## src/rtl/shared_reg_arbiter.sv

```systemverilog
// shared_reg_arbiter
// Round-robin ownership arbiter for one shared W-bit register. The current
// owner may load the register. A hold counter hands the grant on when an
// owner keeps it for MAX_HOLD cycles while another requester is waiting.

module shared_reg_arbiter #(
    parameter int N        = 4,
    parameter int W        = 8,
    parameter int MAX_HOLD = 16,
    localparam int OW      = $clog2(N)
) (
    input  logic            clk,
    input  logic            rst,
    input  logic [N-1:0]    req_i,
    input  logic [N-1:0]    we_i,
    input  logic [N*W-1:0]  d_i,
    output logic [N-1:0]    gnt_o,
    output logic [OW-1:0]   owner_o,
    output logic            busy_o,
    output logic [W-1:0]    q_o,
    output logic            timeout_o
);

    localparam int HW = $clog2(MAX_HOLD);
    localparam logic [HW-1:0] HOLD_LAST = HW'(MAX_HOLD - 1);
    localparam logic [OW-1:0] LAST_IDX  = OW'(N - 1);

    typedef enum logic {
        IDLE = 1'b0,
        BUSY = 1'b1
    } state_t;

    state_t          r_state;
    logic [N-1:0]    r_gnt;
    logic [OW-1:0]   r_owner;
    logic [OW-1:0]   r_ptr;
    logic [HW-1:0]   r_hold;
    logic [W-1:0]    r_q;
    logic            r_timeout;

    state_t          w_stateNext;
    logic [N-1:0]    w_gntNext;
    logic [OW-1:0]   w_ownerNext;
    logic [OW-1:0]   w_ptrNext;
    logic [HW-1:0]   w_holdNext;
    logic            w_timeoutNext;

    logic [OW-1:0]   w_afterOwner;
    logic [N-1:0]    w_others;
    logic [OW-1:0]   w_idlePick;
    logic [OW-1:0]   w_busyPick;

    // Finds the first set bit of mask searching upward from start, wrapping
    // modulo N. Callers only use the result when mask is non-zero.
    function automatic logic [OW-1:0] rrPick(input logic [N-1:0] mask,
                                             input logic [OW-1:0] start);
        logic [OW-1:0] pick;
        logic [OW-1:0] idx;
        logic          found;
        pick  = start;
        found = 1'b0;
        for (int i = 0; i < N; i++) begin
            idx = OW'((int'(start) + i) % N);
            if (!found && mask[idx]) begin
                pick  = idx;
                found = 1'b1;
            end
        end
        return pick;
    endfunction

    // Converts an owner index to its one-hot grant vector.
    function automatic logic [N-1:0] toOneHot(input logic [OW-1:0] idx);
        logic [N-1:0] oh;
        oh      = '0;
        oh[idx] = 1'b1;
        return oh;
    endfunction

    // The slot after the current owner is both the new pointer on a
    // handover and the starting point of the search for the next winner.
    assign w_afterOwner = (r_owner == LAST_IDX) ? '0 : r_owner + OW'(1);
    assign w_others     = req_i & ~toOneHot(r_owner);
    assign w_idlePick   = rrPick(req_i, r_ptr);
    assign w_busyPick   = rrPick(w_others, w_afterOwner);

    // Next-state logic: grant from idle, release/handover, preemption and
    // the saturating hold counter.
    always_comb begin
        w_stateNext   = r_state;
        w_gntNext     = r_gnt;
        w_ownerNext   = r_owner;
        w_ptrNext     = r_ptr;
        w_holdNext    = r_hold;
        w_timeoutNext = 1'b0;

        case (r_state)
            IDLE: begin
                if (|req_i) begin
                    w_stateNext = BUSY;
                    w_gntNext   = toOneHot(w_idlePick);
                    w_ownerNext = w_idlePick;
                    w_holdNext  = '0;
                end
            end

            BUSY: begin
                if (!req_i[r_owner]) begin
                    w_ptrNext  = w_afterOwner;
                    w_holdNext = '0;
                    if (|w_others) begin
                        w_gntNext   = toOneHot(w_busyPick);
                        w_ownerNext = w_busyPick;
                    end else begin
                        w_stateNext = IDLE;
                        w_gntNext   = '0;
                    end
                end else if ((r_hold == HOLD_LAST) && (|w_others)) begin
                    w_ptrNext     = w_afterOwner;
                    w_holdNext    = '0;
                    w_gntNext     = toOneHot(w_busyPick);
                    w_ownerNext   = w_busyPick;
                    w_timeoutNext = 1'b1;
                end else if (r_hold != HOLD_LAST) begin
                    w_holdNext = r_hold + HW'(1);
                end
            end

            default: begin
                w_stateNext = IDLE;
                w_gntNext   = '0;
                w_holdNext  = '0;
            end
        endcase
    end

    // Arbitration state registers.
    always_ff @(posedge clk or posedge rst) begin
        if (rst) begin
            r_state   <= IDLE;
            r_gnt     <= '0;
            r_owner   <= '0;
            r_ptr     <= '0;
            r_hold    <= '0;
            r_timeout <= 1'b0;
        end else begin
            r_state   <= w_stateNext;
            r_gnt     <= w_gntNext;
            r_owner   <= w_ownerNext;
            r_ptr     <= w_ptrNext;
            r_hold    <= w_holdNext;
            r_timeout <= w_timeoutNext;
        end
    end

    // Shared register: only the granted requester's write enable is honoured,
    // including on the edge where its grant is released or preempted.
    always_ff @(posedge clk or posedge rst) begin
        if (rst) begin
            r_q <= '0;
        end else begin
            for (int k = 0; k < N; k++) begin
                if (r_gnt[k] && we_i[k]) begin
                    r_q <= d_i[k*W +: W];
                end
            end
        end
    end

    assign gnt_o     = r_gnt;
    assign owner_o   = r_owner;
    assign busy_o    = (r_state == BUSY);
    assign q_o       = r_q;
    assign timeout_o = r_timeout;

endmodule

```

## config.mk

```make
export PLATFORM = sky130hd
export DESIGN_NAME = shared_reg_arbiter
export DESIGN_NICKNAME = d
export VERILOG_FILES = /design/src/rtl/shared_reg_arbiter.sv
export SDC_FILE = /design/constraint.sdc
export NUM_CORES = 1
export LEC_CHECK = 0
export BUFFER_PORTS_ARGS = -buffer_cell sky130_fd_sc_hd__clkbuf_2
export CELL_PAD_IN_SITES_DETAIL_PLACEMENT = 0
export CELL_PAD_IN_SITES_GLOBAL_PLACEMENT = 1
export CORE_ASPECT_RATIO = 0.5
export CORE_MARGIN = 3
export CORE_UTILIZATION = 30
export CTS_CLUSTER_SIZE = 30
export DETAILED_ROUTE_END_ITERATION = 8
export GPL_TIMING_DRIVEN = 0
export PLACE_DENSITY_LB_ADDON = 0.1
export SYNTH_ARGS = -nofsm -noshare
export SYNTH_HDL_FRONTEND = slang
export SYNTH_SLANG_ARGS = --single-unit
```

## constraint.sdc

```tcl
create_clock -name clk -period 2.4 [get_ports clk]
set_clock_uncertainty 0.05 [all_clocks]
set_input_delay 0.12 -clock clk [delete_from_list [all_inputs] [get_ports clk]]
set_output_delay 0.12 -clock clk [all_outputs]
set_load 0.05 [all_outputs]
```

==> results.yml, run 1 <==
cells_and_area:
  num_antenna_cells: 0
  layout_common_cells: "56 x sky130_fd_sc_hd__clkbuf_2, 23 x sky130_fd_sc_hd__nand2_1, 23 x sky130_fd_sc_hd__nor2_1, 23 x sky130_fd_sc_hd__a21oi_1, 20 x sky130_fd_sc_hd__dfrtp_1"
  layout.core_utilization_pct: 44.4
  non_filler_instances: 368
  drive_gt1_share_pct: 38.0
  nNetsFinal: 343
  final_common_cell: "sky130_fd_sc_hd__clkbuf_2"
  area_growth_pct: 37.3
yosys:
  synth_fp_nets: 270
  ys.warnings.count: 0
  ys_seq_area_share_pct: 29.9
  post_synth_num_cell_types: 59
  post_synth_instance_area_um2: 1840
  postSynth.asyncResetShare_pct: 100
  synth-seq-cells: 22
  gate_count_of_the_mapped_netlist: 223
  post_synth.cell_area_avg_um2: 8.26
  synth-edff-count: 0
  synth_ff_type: "sky130_fd_sc_hd__dfrtp_1"
timing:
  layout_min_cycle_time_ns: 2.53
  grt_setup_unrepaired: "true"
  finalWorstSetupSlack_ns: -0.133
  worst_margin_slew_ns: 0.870
  final_hold_fails: 22
  finalHoldWorstSlack_ns: -0.0241
  setup_viol_count_final: 7
  max_freq_mhz: 395
  worst_slew_margin_rel_pct: 41.9
  finalCritPeriodShare_pct: 106
  drv_slew: 0
critical_path:
  worst_setup_path_end_kind: "flip-flop"
  critical_path_required_ns: 2.50
  crit_path_launch_type: "flip-flop"
  critPathArrivalTime_ns: 2.63
  timing_worst_setup_path_type: "flip-flop to flip-flop"
  cp_max_fo: 4
drt:
  drtIter0Drc: 125
  antenna_left: 0
  viasPerCell: 5.24
  drc: 0
  routed_wirelength_um: 5600
  wire_per_inst_um: 15.2
  drt_pass1_iterations: 5
  routed-via-count: 1930
clock_network:
  numClockSinks: 22
  cts.reportedPaths.clkPinSlew_ns: 0.06
  clkLatencyLatePin_ns: 0.25
  cts_buffers: 3
  clockBufferDepth: 2
  maximum_level_of_the_cts_h_tree: 1
  cts_root_buffer: "sky130_fd_sc_hd__clkbuf_16"
  cts_tree: "done"
die:
  boundaryPins: 58
  chipHeight_um: 61.4
  fp.dieW_um: 117
  floorplan.initialDensity_pct: 32.3
  core_um2: 5710
  row_count: 19
  floorplan.die_area_um2: 7180
power_and_ir_drop:
  sw_frac_of_total_pct: 48.7
  clock_power_share_pct: 12.7
  register_share_of_total_power_pct: 18.1
  cellLeakagePower_uw: 0.00117
  p_switching_uw: 1780
  power.internal_uw: 1880
  combPwrFrac_pct: 69.2
  worst_ir_drop_vdd_mv: 0.836
  power_per_cell_area_nw_per_um2: 1450
  power.total_uw: 3660
placement:
  gp_congestion: 0.857
  hpwl_reported_at_the_end_of_detailed_placement_um: 4220
  dp_cells: 352
  pre_cts_slack_ns: -0.280
  number_of_buffers_inserted_by_port_buffering: 56
outcome:
  run_status: "finished, violations left"
  violated_checks: "negative hold slack, negative setup slack"
grt:
  grt_first_pass_wirelength_um: 8840
  grt.overflow.total: 0
  track_usage_pct: 15.8
  grt_antenna_before_repair: 0
  vias_in_the_first_global_route: 1809
  maximum_number_of_pins_on_one_net_before_global_route_repair: 23
flow_run:
  timing.max_cap.violations: 0
hold_path:
  hold_class: "input pin to async pin"
final timing paths:
kind                                         from                     end  slack, ns  depth (start not counted)
min reg2reg                 r_hold[2]$_DFFE_PP0P_   r_hold[2]$_DFFE_PP0P_       0.46                          1
max in group asynchronous                     rst  owner_o[1]$_DFFE_PP0P_       1.73                          2
min in group clk                          d_i[24]      q_o[0]$_DFFE_PP0P_       0.12                          3
min                                           rst      q_o[7]$_DFFE_PP0P_      -0.02                          2
max                        owner_o[0]$_DFFE_PP0P_    gnt_o[0]$_DFFE_PP0P_      -0.13                          8
max reg2reg                owner_o[0]$_DFFE_PP0P_    gnt_o[0]$_DFFE_PP0P_      -0.13                          8
critical path, stage by stage, from the launching register on:
cell	delay (ns)
sky130_fd_sc_hd__dfrtp_2	0.43
sky130_fd_sc_hd__buf_6	0.14
sky130_fd_sc_hd__inv_8	0.04
sky130_fd_sc_hd__ha_4	0.25
sky130_fd_sc_hd__or4bb_1	0.39
sky130_fd_sc_hd__a2111o_1	0.38
sky130_fd_sc_hd__nand4_1	0.23
sky130_fd_sc_hd__mux2_4	0.34
sky130_fd_sc_hd__a41o_1	0.17
power groups by stage:
stage,logic (uW),clock network [uW],registers (uW)
detailed placement,2260,0,677
floorplan,1390,0,1030
finish,2530,465,661
global route,2760,501,685
global placement,2250,0,672
CTS,2470,479,667
metrics by stage:
stage               TNS, ns  area [um2]
finish               -0.565        2530
global route          -1.24        2530
CTS                  -0.551        2510
detailed placement    -1.22        2260
global placement      -1.22        2260
floorplan            -0.903        1890
cell usage after synthesis (2+ instances only):
library cell,number,area share [%]
sky130_fd_sc_hd__a41o_1,2,1.1
sky130_fd_sc_hd__nor3_1,3,0.81
sky130_fd_sc_hd__nand2_1,23,4.7
sky130_fd_sc_hd__nor3b_1,2,0.81
sky130_fd_sc_hd__and3b_1,3,1.4
sky130_fd_sc_hd__o31ai_1,2,0.81
sky130_fd_sc_hd__buf_6,5,3.1
sky130_fd_sc_hd__nor2b_1,4,1.4
sky130_fd_sc_hd__dfrtp_1,22,30
sky130_fd_sc_hd__and2b_1,2,0.81
sky130_fd_sc_hd__mux2i_1,4,2.2
sky130_fd_sc_hd__mux2_2,5,3.1
sky130_fd_sc_hd__inv_1,7,1.4
sky130_fd_sc_hd__a211o_1,2,0.95
sky130_fd_sc_hd__a31oi_1,2,0.68
sky130_fd_sc_hd__clkbuf_1,7,1.4
sky130_fd_sc_hd__a2111oi_2,2,1.6
sky130_fd_sc_hd__nor2_1,26,5.3
sky130_fd_sc_hd__a311oi_1,9,4.3
sky130_fd_sc_hd__o21ai_0,10,2.7
sky130_fd_sc_hd__nand3_1,12,3.3
sky130_fd_sc_hd__o211ai_1,2,0.81
sky130_fd_sc_hd__a21oi_1,25,6.8
sky130_fd_sc_hd__o21a_1,2,0.81
sky130_fd_sc_hd__ha_1,5,3.4
sky130_fd_sc_hd__and2_1,2,0.68
timing repair:
item                                   in CTS  in global routing
gates resized for setup                    15                  5
hold buffers                                0                  0
pin swaps                                  12                  4
setup endpoints to repair                   8                  8
setup buffers                              11                  1
endpoints found under the hold margin       0                  0
per-layer routing:
layer | track usage, % | up-vias | wire length (um)
li1 | - | 971 | -
met1 | 21.5 | 892 | 2750
met2 | 26.0 | 63 | 2410
met3 | 3.53 | 4 | 399
met4 | 3.76 | 0 | 46
met5 | 0 | - | 0
state kept, by name (all words and copies together) (netlist names):
| signal | flops |
|---|---|
| busy_o | 1 |
| timeout_o | 1 |
| q_o | 8 |
| owner_o | 2 |
| gnt_o | 4 |
| r_ptr | 2 |
| r_hold | 4 |
cell families (layout without fill, tap and decap cells):
group,count (synthesis),in the layout,share of synthesized area (%)
buf+inv,21,93,6.59
xor+xnor,1,1,0.475
simple gates,95,95,27.4
compound gates,69,69,25.9
flops,22,22,29.9
mux,10,10,6.45
fa+ha+maj,5,5,3.39
layout make-up:
cell class / instances / area [um2]
flip-flops and latches: 22 / 553
well taps: 73 / 91.3
repair buffers: 68 / 378
clock inverters: 1 / 30.0
fillers: 589 / 3170
clock buffers: 3 / 75.1
inverters: 7 / 33.8
multi-input cells: 180 / 1270
plain buffers: 14 / 98.8
No activity file was read; power rests on OpenSTA's default activity.
==> inputs of run 2 (changes only) <==
Settings changed: CAP_MARGIN set to 0, CELL_PAD_IN_SITES_DETAIL_PLACEMENT 0 to not set, CELL_PAD_IN_SITES_GLOBAL_PLACEMENT 1 to not set, PLACE_DENSITY_LB_ADDON 0.1 to not set, RECOVER_POWER set to 100.
==> run 2 against run 1 <==
Net effect:
- the run still ends with negative hold slack, negative setup slack left
- critical path depth stayed put
- sequential cell count stayed put
- highest routed layer unchanged
- non-clock buffer count is 3 lower
- power is 4.0% lower
- fmax is 0.89% higher
- clock power is 15% lower
- sequential power hardly changed
- wire length is 0.70% lower
- setup slack better by 0.022 ns
- combinational power is 3% lower
- first-iteration DRC count is 36% higher
==> results.yml, run 2 (synthesis gave the netlist of run 1 again) <==
outcome:
  run_status: "finished, violations left"
  violated_checks: "negative hold slack, negative setup slack"
placement:
  pre_cts_slack_ns: -0.257
  dp_cells: 352
  hpwl_reported_at_the_end_of_detailed_placement_um: 4090
  gp_congestion: 0.894
  number_of_buffers_inserted_by_port_buffering: 56
  placement.cell_area_um2: 2260
power_and_ir_drop:
  combPwrFrac_pct: 70.0
  power.internal_uw: 1750
  register_share_of_total_power_pct: 18.8
  p_switching_uw: 1770
  sw_frac_of_total_pct: 50.3
  power_per_cell_area_nw_per_um2: 1430
  cellLeakagePower_uw: 0.00110
  clock_power_share_pct: 11.2
  worst_ir_drop_vdd_mv: 0.514
die:
  row_count: 19
  boundaryPins: 58
  core_um2: 5710
  floorplan.initialDensity_pct: 32.3
  chipHeight_um: 61.4
  floorplan.die_area_um2: 7180
  fp.dieW_um: 117
critical_path:
  critical_path_required_ns: 2.50
  rrSetupSlack_ns: -0.11
  rr_startpoint: "owner_o[0]$_DFFE_PP0P_"
  r2r_end: "gnt_o[0]$_DFFE_PP0P_"
  crit_path_launch_type: "flip-flop"
  timing.reg2reg.worst_path_depth: 8
  cell_breakdown_of_the_critical_path: "buf_6, inv_8, ha_4, or4bb_1, a2111o_1, nand4_1, mux2_4, a41o_1"
  critPathSlowestCell: "sky130_fd_sc_hd__dfrtp_2"
  cp_max_fo: 5
  timing_worst_setup_path_type: "flip-flop to flip-flop"
  worst_setup_path_end_kind: "flip-flop"
  critPathArrivalTime_ns: 2.61
  slowest_delay_ns: 0.43
timing:
  grt_setup_unrepaired: "true"
  max_freq_mhz: 398
  layout_min_cycle_time_ns: 2.51
  finalCritPeriodShare_pct: 105
  drv_slew: 0
  finalWorstSetupSlack_ns: -0.111
  worst_slew_margin_rel_pct: 41.2
  setup_viol_count_final: 5
  final_hold_fails: 22
  final.setup.tns_ns: -0.294
  worst_margin_slew_ns: 0.881
  finalHoldWorstSlack_ns: -0.0234
drt:
  wire_per_inst_um: 15.2
  antenna_left: 0
  viasPerCell: 5.39
  routed_wirelength_um: 5560
  drt_pass1_iterations: 4
  drtIter0Drc: 170
  routed-via-count: 1966
  drc: 0
cells_and_area:
  area_growth_pct: 32.9
  nNetsFinal: 340
  drive_gt1_share_pct: 30.5
  final_common_cell: "sky130_fd_sc_hd__clkbuf_2"
  largest_reg_flops: 8
  layout_common_cells: "41 x sky130_fd_sc_hd__clkbuf_2, 25 x sky130_fd_sc_hd__nor2_1, 24 x sky130_fd_sc_hd__a21oi_1, 23 x sky130_fd_sc_hd__nand2_1, 22 x sky130_fd_sc_hd__clkbuf_1"
  non_filler_instances: 365
  nFillCells: 577
  num_antenna_cells: 0
  finalInstanceArea_um2: 2450
clock_network:
  numClockSinks: 22
  maximum_level_of_the_cts_h_tree: 1
  clkLatencyLatePin_ns: 0.26
  cts_tree: "done"
  cts.reportedPaths.clkPinSlew_ns: 0.06
  cts_buffers: 3
  clockBufferDepth: 2
  cts_root_buffer: "sky130_fd_sc_hd__clkbuf_16"
  holdBufCountCts: 0
grt:
  track_usage_pct: 15.4
  maximum_number_of_pins_on_one_net_before_global_route_repair: 23
  grt.overflow.total: 0
  grt_antenna_before_repair: 0
  vias_in_the_first_global_route: 1800
  grt_first_pass_wirelength_um: 8780
hold_path:
  hold_class: "input pin to async pin"
flow_run:
  timing.max_cap.violations: 0
-- run 2: stage by stage --
step	power, uW	utilization [%]
after detailed placement	2910	39.6
after global routing	3770	42.9
after CTS	3510	43.2
after floorplan	2420	-
after global placement	2860	39.6
final	3510	42.9
-- run 2: layout make-up --
cell class	instances	area [um2]	area share, %
multi-input combinational	180	1250	51.1
sequential	22	553	22.6
timing repair buffer	66	337	13.7
buffer	13	93.8	3.83
tap	73	91.3	3.73
clock buffer	4	88.8	3.63
inverter	7	33.8	1.38
-- run 2: power by group through the flow --
stage	clock (uW)	sequential, uW	combinational (uW)
floorplan	0	1030	1390
global placement	0	672	2190
detailed placement	0	681	2230
CTS	405	664	2440
global route	411	687	2670
finish	394	661	2460
-- run 2: worst max-delay path by stage --
stage	from	end
after floorplan	owner_o[0]$_DFFE_PP0P_	gnt_o[0]$_DFFE_PP0P_
after global placement	owner_o[0]$_DFFE_PP0P_	gnt_o[3]$_DFFE_PP0P_
after detailed placement	owner_o[0]$_DFFE_PP0P_	owner_o[0]$_DFFE_PP0P_
after CTS	owner_o[0]$_DFFE_PP0P_	gnt_o[0]$_DFFE_PP0P_
after global routing	owner_o[0]$_DFFE_PP0P_	gnt_o[2]$_DFFE_PP0P_
final	owner_o[0]$_DFFE_PP0P_	gnt_o[0]$_DFFE_PP0P_
-- run 2: layer usage --
metal	track usage (%)	part of all wire, %
met5	0	0
met4	3.43	0.90
met3	1.86	5.2
met2	25.9	46
met1	21.7	48
-- run 2: critical path: cells and delay by family, from the launching register on --
kind                     cells  cell delay [ns]
multiplexers                 1             0.34
AO/OA/AOI/OAI                2             0.55
adder cells (fa/ha/maj)      1             0.25
flip-flops                   1             0.43
buffers and inverters        2             0.18
AND/OR/NAND/NOR              2             0.59
-- run 2: what timing repair did --
item | CTS | global route
gates resized for setup | 10 | 3
pin swaps | 8 | 3
endpoints found under the setup margin | 8 | 6
buffers inserted | 10 | 0
==> inputs of run 3 (changes only) <==
Settings changed: CORE_ASPECT_RATIO 0.5 to 0.6, CORE_UTILIZATION 30 to 32, SETUP_SLACK_MARGIN set to 0.1.
==> run 3 against run 2 <==
Net effect:
- the flow finishes with violations (negative setup slack)
- non-clock buffer count increased by 6
- combinational power up 12%
- first-iteration DRC count is 20% lower
- setup slack lost 0.079 ns
- wire length up 4.9%
- sequential power rose by 1%
- power increased by 4.0%
- critical endpoint is now gnt_o[1]$_DFFE_PP0P_
==> results.yml, run 3 (synthesis gave the netlist of run 1 again) <==
outcome:
  run_status: "finished, violations left"
  violated_checks: "negative setup slack"
critical_path:
  cp-startpoint: "owner_o[0]$_DFFE_PP0P_"
  cp_max_fo: 5
  r2r_end: "gnt_o[1]$_DFFE_PP0P_"
  cp-endpoint: "gnt_o[1]$_DFFE_PP0P_"
  rr_startpoint: "owner_o[0]$_DFFE_PP0P_"
  worst_setup_path_end_kind: "flip-flop"
  rrSetupSlack_ns: -0.19
  crit_path_launch_type: "flip-flop"
  critPathArrivalTime_ns: 2.70
  timing_worst_setup_path_type: "flip-flop to flip-flop"
  critical_path_required_ns: 2.51
  timing.reg2reg.worst_path_depth: 9
clock_network:
  cts_tree: "done"
  cts_buffers: 3
  cts_root_buffer: "sky130_fd_sc_hd__clkbuf_8"
  numClockSinks: 22
  maximum_level_of_the_cts_h_tree: 1
  cts.reportedPaths.clkPinSlew_ns: 0.08
  clockBufferDepth: 2
  clkLatencyLatePin_ns: 0.26
drt:
  routed-via-count: 1995
  drc: 0
  wire_per_inst_um: 15.6
  routed_wirelength_um: 5840
  drtIter0Drc: 136
  drt_pass1_iterations: 4
  antenna_left: 0
  viasPerCell: 5.32
timing:
  finalWorstSetupSlack_ns: -0.189
  drv_slew: 0
  max_freq_mhz: 386
  worst_margin_slew_ns: 0.858
  finalCritPeriodShare_pct: 108
  grt_setup_unrepaired: "true"
  finalHoldWorstSlack_ns: 0.100
  layout_min_cycle_time_ns: 2.59
  final_hold_fails: 0
  setup_viol_count_final: 6
  worst_slew_margin_rel_pct: 42.7
die:
  core_um2: 5310
  fp.dieW_um: 104
  chipHeight_um: 64.8
  floorplan.initialDensity_pct: 34.7
  row_count: 20
  floorplan.die_area_um2: 6740
  boundaryPins: 58
cells_and_area:
  area_growth_pct: 37.1
  drive_gt1_share_pct: 34.9
  final_common_cell: "sky130_fd_sc_hd__clkbuf_2"
  non_filler_instances: 375
  largest_reg_flops: 8
  nNetsFinal: 346
  layout_common_cells: "41 x sky130_fd_sc_hd__clkbuf_2, 24 x sky130_fd_sc_hd__nor2_1, 23 x sky130_fd_sc_hd__clkbuf_1, 23 x sky130_fd_sc_hd__a21oi_1, 20 x sky130_fd_sc_hd__dfrtp_1"
  num_antenna_cells: 0
  layout.core_utilization_pct: 47.6
grt:
  grt.overflow.total: 0
  grt_first_pass_wirelength_um: 9740
  grt_antenna_before_repair: 0
  maximum_number_of_pins_on_one_net_before_global_route_repair: 23
  track_usage_pct: 17.7
  vias_in_the_first_global_route: 1982
power_and_ir_drop:
  worst_ir_drop_vdd_mv: 0.503
  power_per_cell_area_nw_per_um2: 1450
  cellLeakagePower_uw: 0.00113
placement:
  dp_cells: 356
  number_of_buffers_inserted_by_port_buffering: 56
  hpwl_reported_at_the_end_of_detailed_placement_um: 4360
  gp_congestion: 0.908
hold_path:
  hold_class: "input pin to flip-flop"
flow_run:
  timing.max_cap.violations: 0
==> run 3: worst max-delay path, stage by stage, from the launching register on <==
cell and delay [ns]:
sky130_fd_sc_hd__dfrtp_4 0.52, sky130_fd_sc_hd__buf_8 0.14, sky130_fd_sc_hd__inv_8 0.05, sky130_fd_sc_hd__ha_4 0.15
sky130_fd_sc_hd__and2b_1 0.25, sky130_fd_sc_hd__or4_4 0.56, sky130_fd_sc_hd__nand2_4 0.12, sky130_fd_sc_hd__a21oi_4 0.09
sky130_fd_sc_hd__mux2_4 0.33, sky130_fd_sc_hd__a41o_1 0.21
==> run 3: worst min-delay path by stage <==
stage	slack, ns	cells after the start	to	start
finish	0.10	3	q_o[5]$_DFFE_PP0P_	d_i[29]
global route	0.10	3	q_o[6]$_DFFE_PP0P_	d_i[30]
CTS	0.1	3	q_o[4]$_DFFE_PP0P_	d_i[28]
detailed placement	0.27	2	q_o[0]$_DFFE_PP0P_	rst
global placement	0.25	2	q_o[0]$_DFFE_PP0P_	rst
floorplan	0.06	1	busy_o$_DFF_PP0_	rst
==> run 3: layer usage <==
| metal | up-vias | routed length [um] | share of wire (%) | GRT usage [%] |
|---|---|---|---|---|
| li1 | 978 | - | - | - |
| met1 | 957 | 2900 | 50 | 25.9 |
| met2 | 58 | 2530 | 43 | 26.9 |
| met3 | 2 | 387 | 6.6 | 4.98 |
| met4 | 0 | 24 | 0.41 | 1.99 |
| met5 | - | 0 | 0 | 0 |
==> run 3: cell type report <==
type / instances / area (um2)
Multi-Input combinational cell: 180 / 1320
Clock buffer: 4 / 45.0
Fill cell: 564 / 2780
Tap cell: 77 / 96.3
Buffer: 14 / 104
Timing Repair Buffer: 71 / 375
Inverter: 7 / 33.8
Sequential cell: 22 / 556
==> run 3: per-stage QoR <==
stage	setup TNS (ns)	worst slack [ns]	power (uW)	area (um2)
after floorplan	-0.770	-0.219	2480	1930
after global placement	-1.21	-0.284	2990	2300
after detailed placement	-1.16	-0.272	3010	2300
after CTS	-0.697	-0.161	3580	2510
after global routing	-1.27	-0.246	3940	2530
final	-0.691	-0.189	3650	2530
==> run 3: power breakdown <==
group / switching, uW / internal [uW] / total, uW / leakage, uW
clock network: 118 / 118 / 236 / 0.0000228
registers: 131 / 537 / 668 / 0.000264
logic: 1640 / 1110 / 2750 / 0.000843
==> run 3: repair_timing <==
action / CTS / global route
endpoints found under the setup margin: 8 / 17
pin swaps: 14 / 4
hold endpoints to repair: 22 / 0
hold buffers: 1 / 0
resized for setup: 18 / 7
setup buffers: 13 / 1
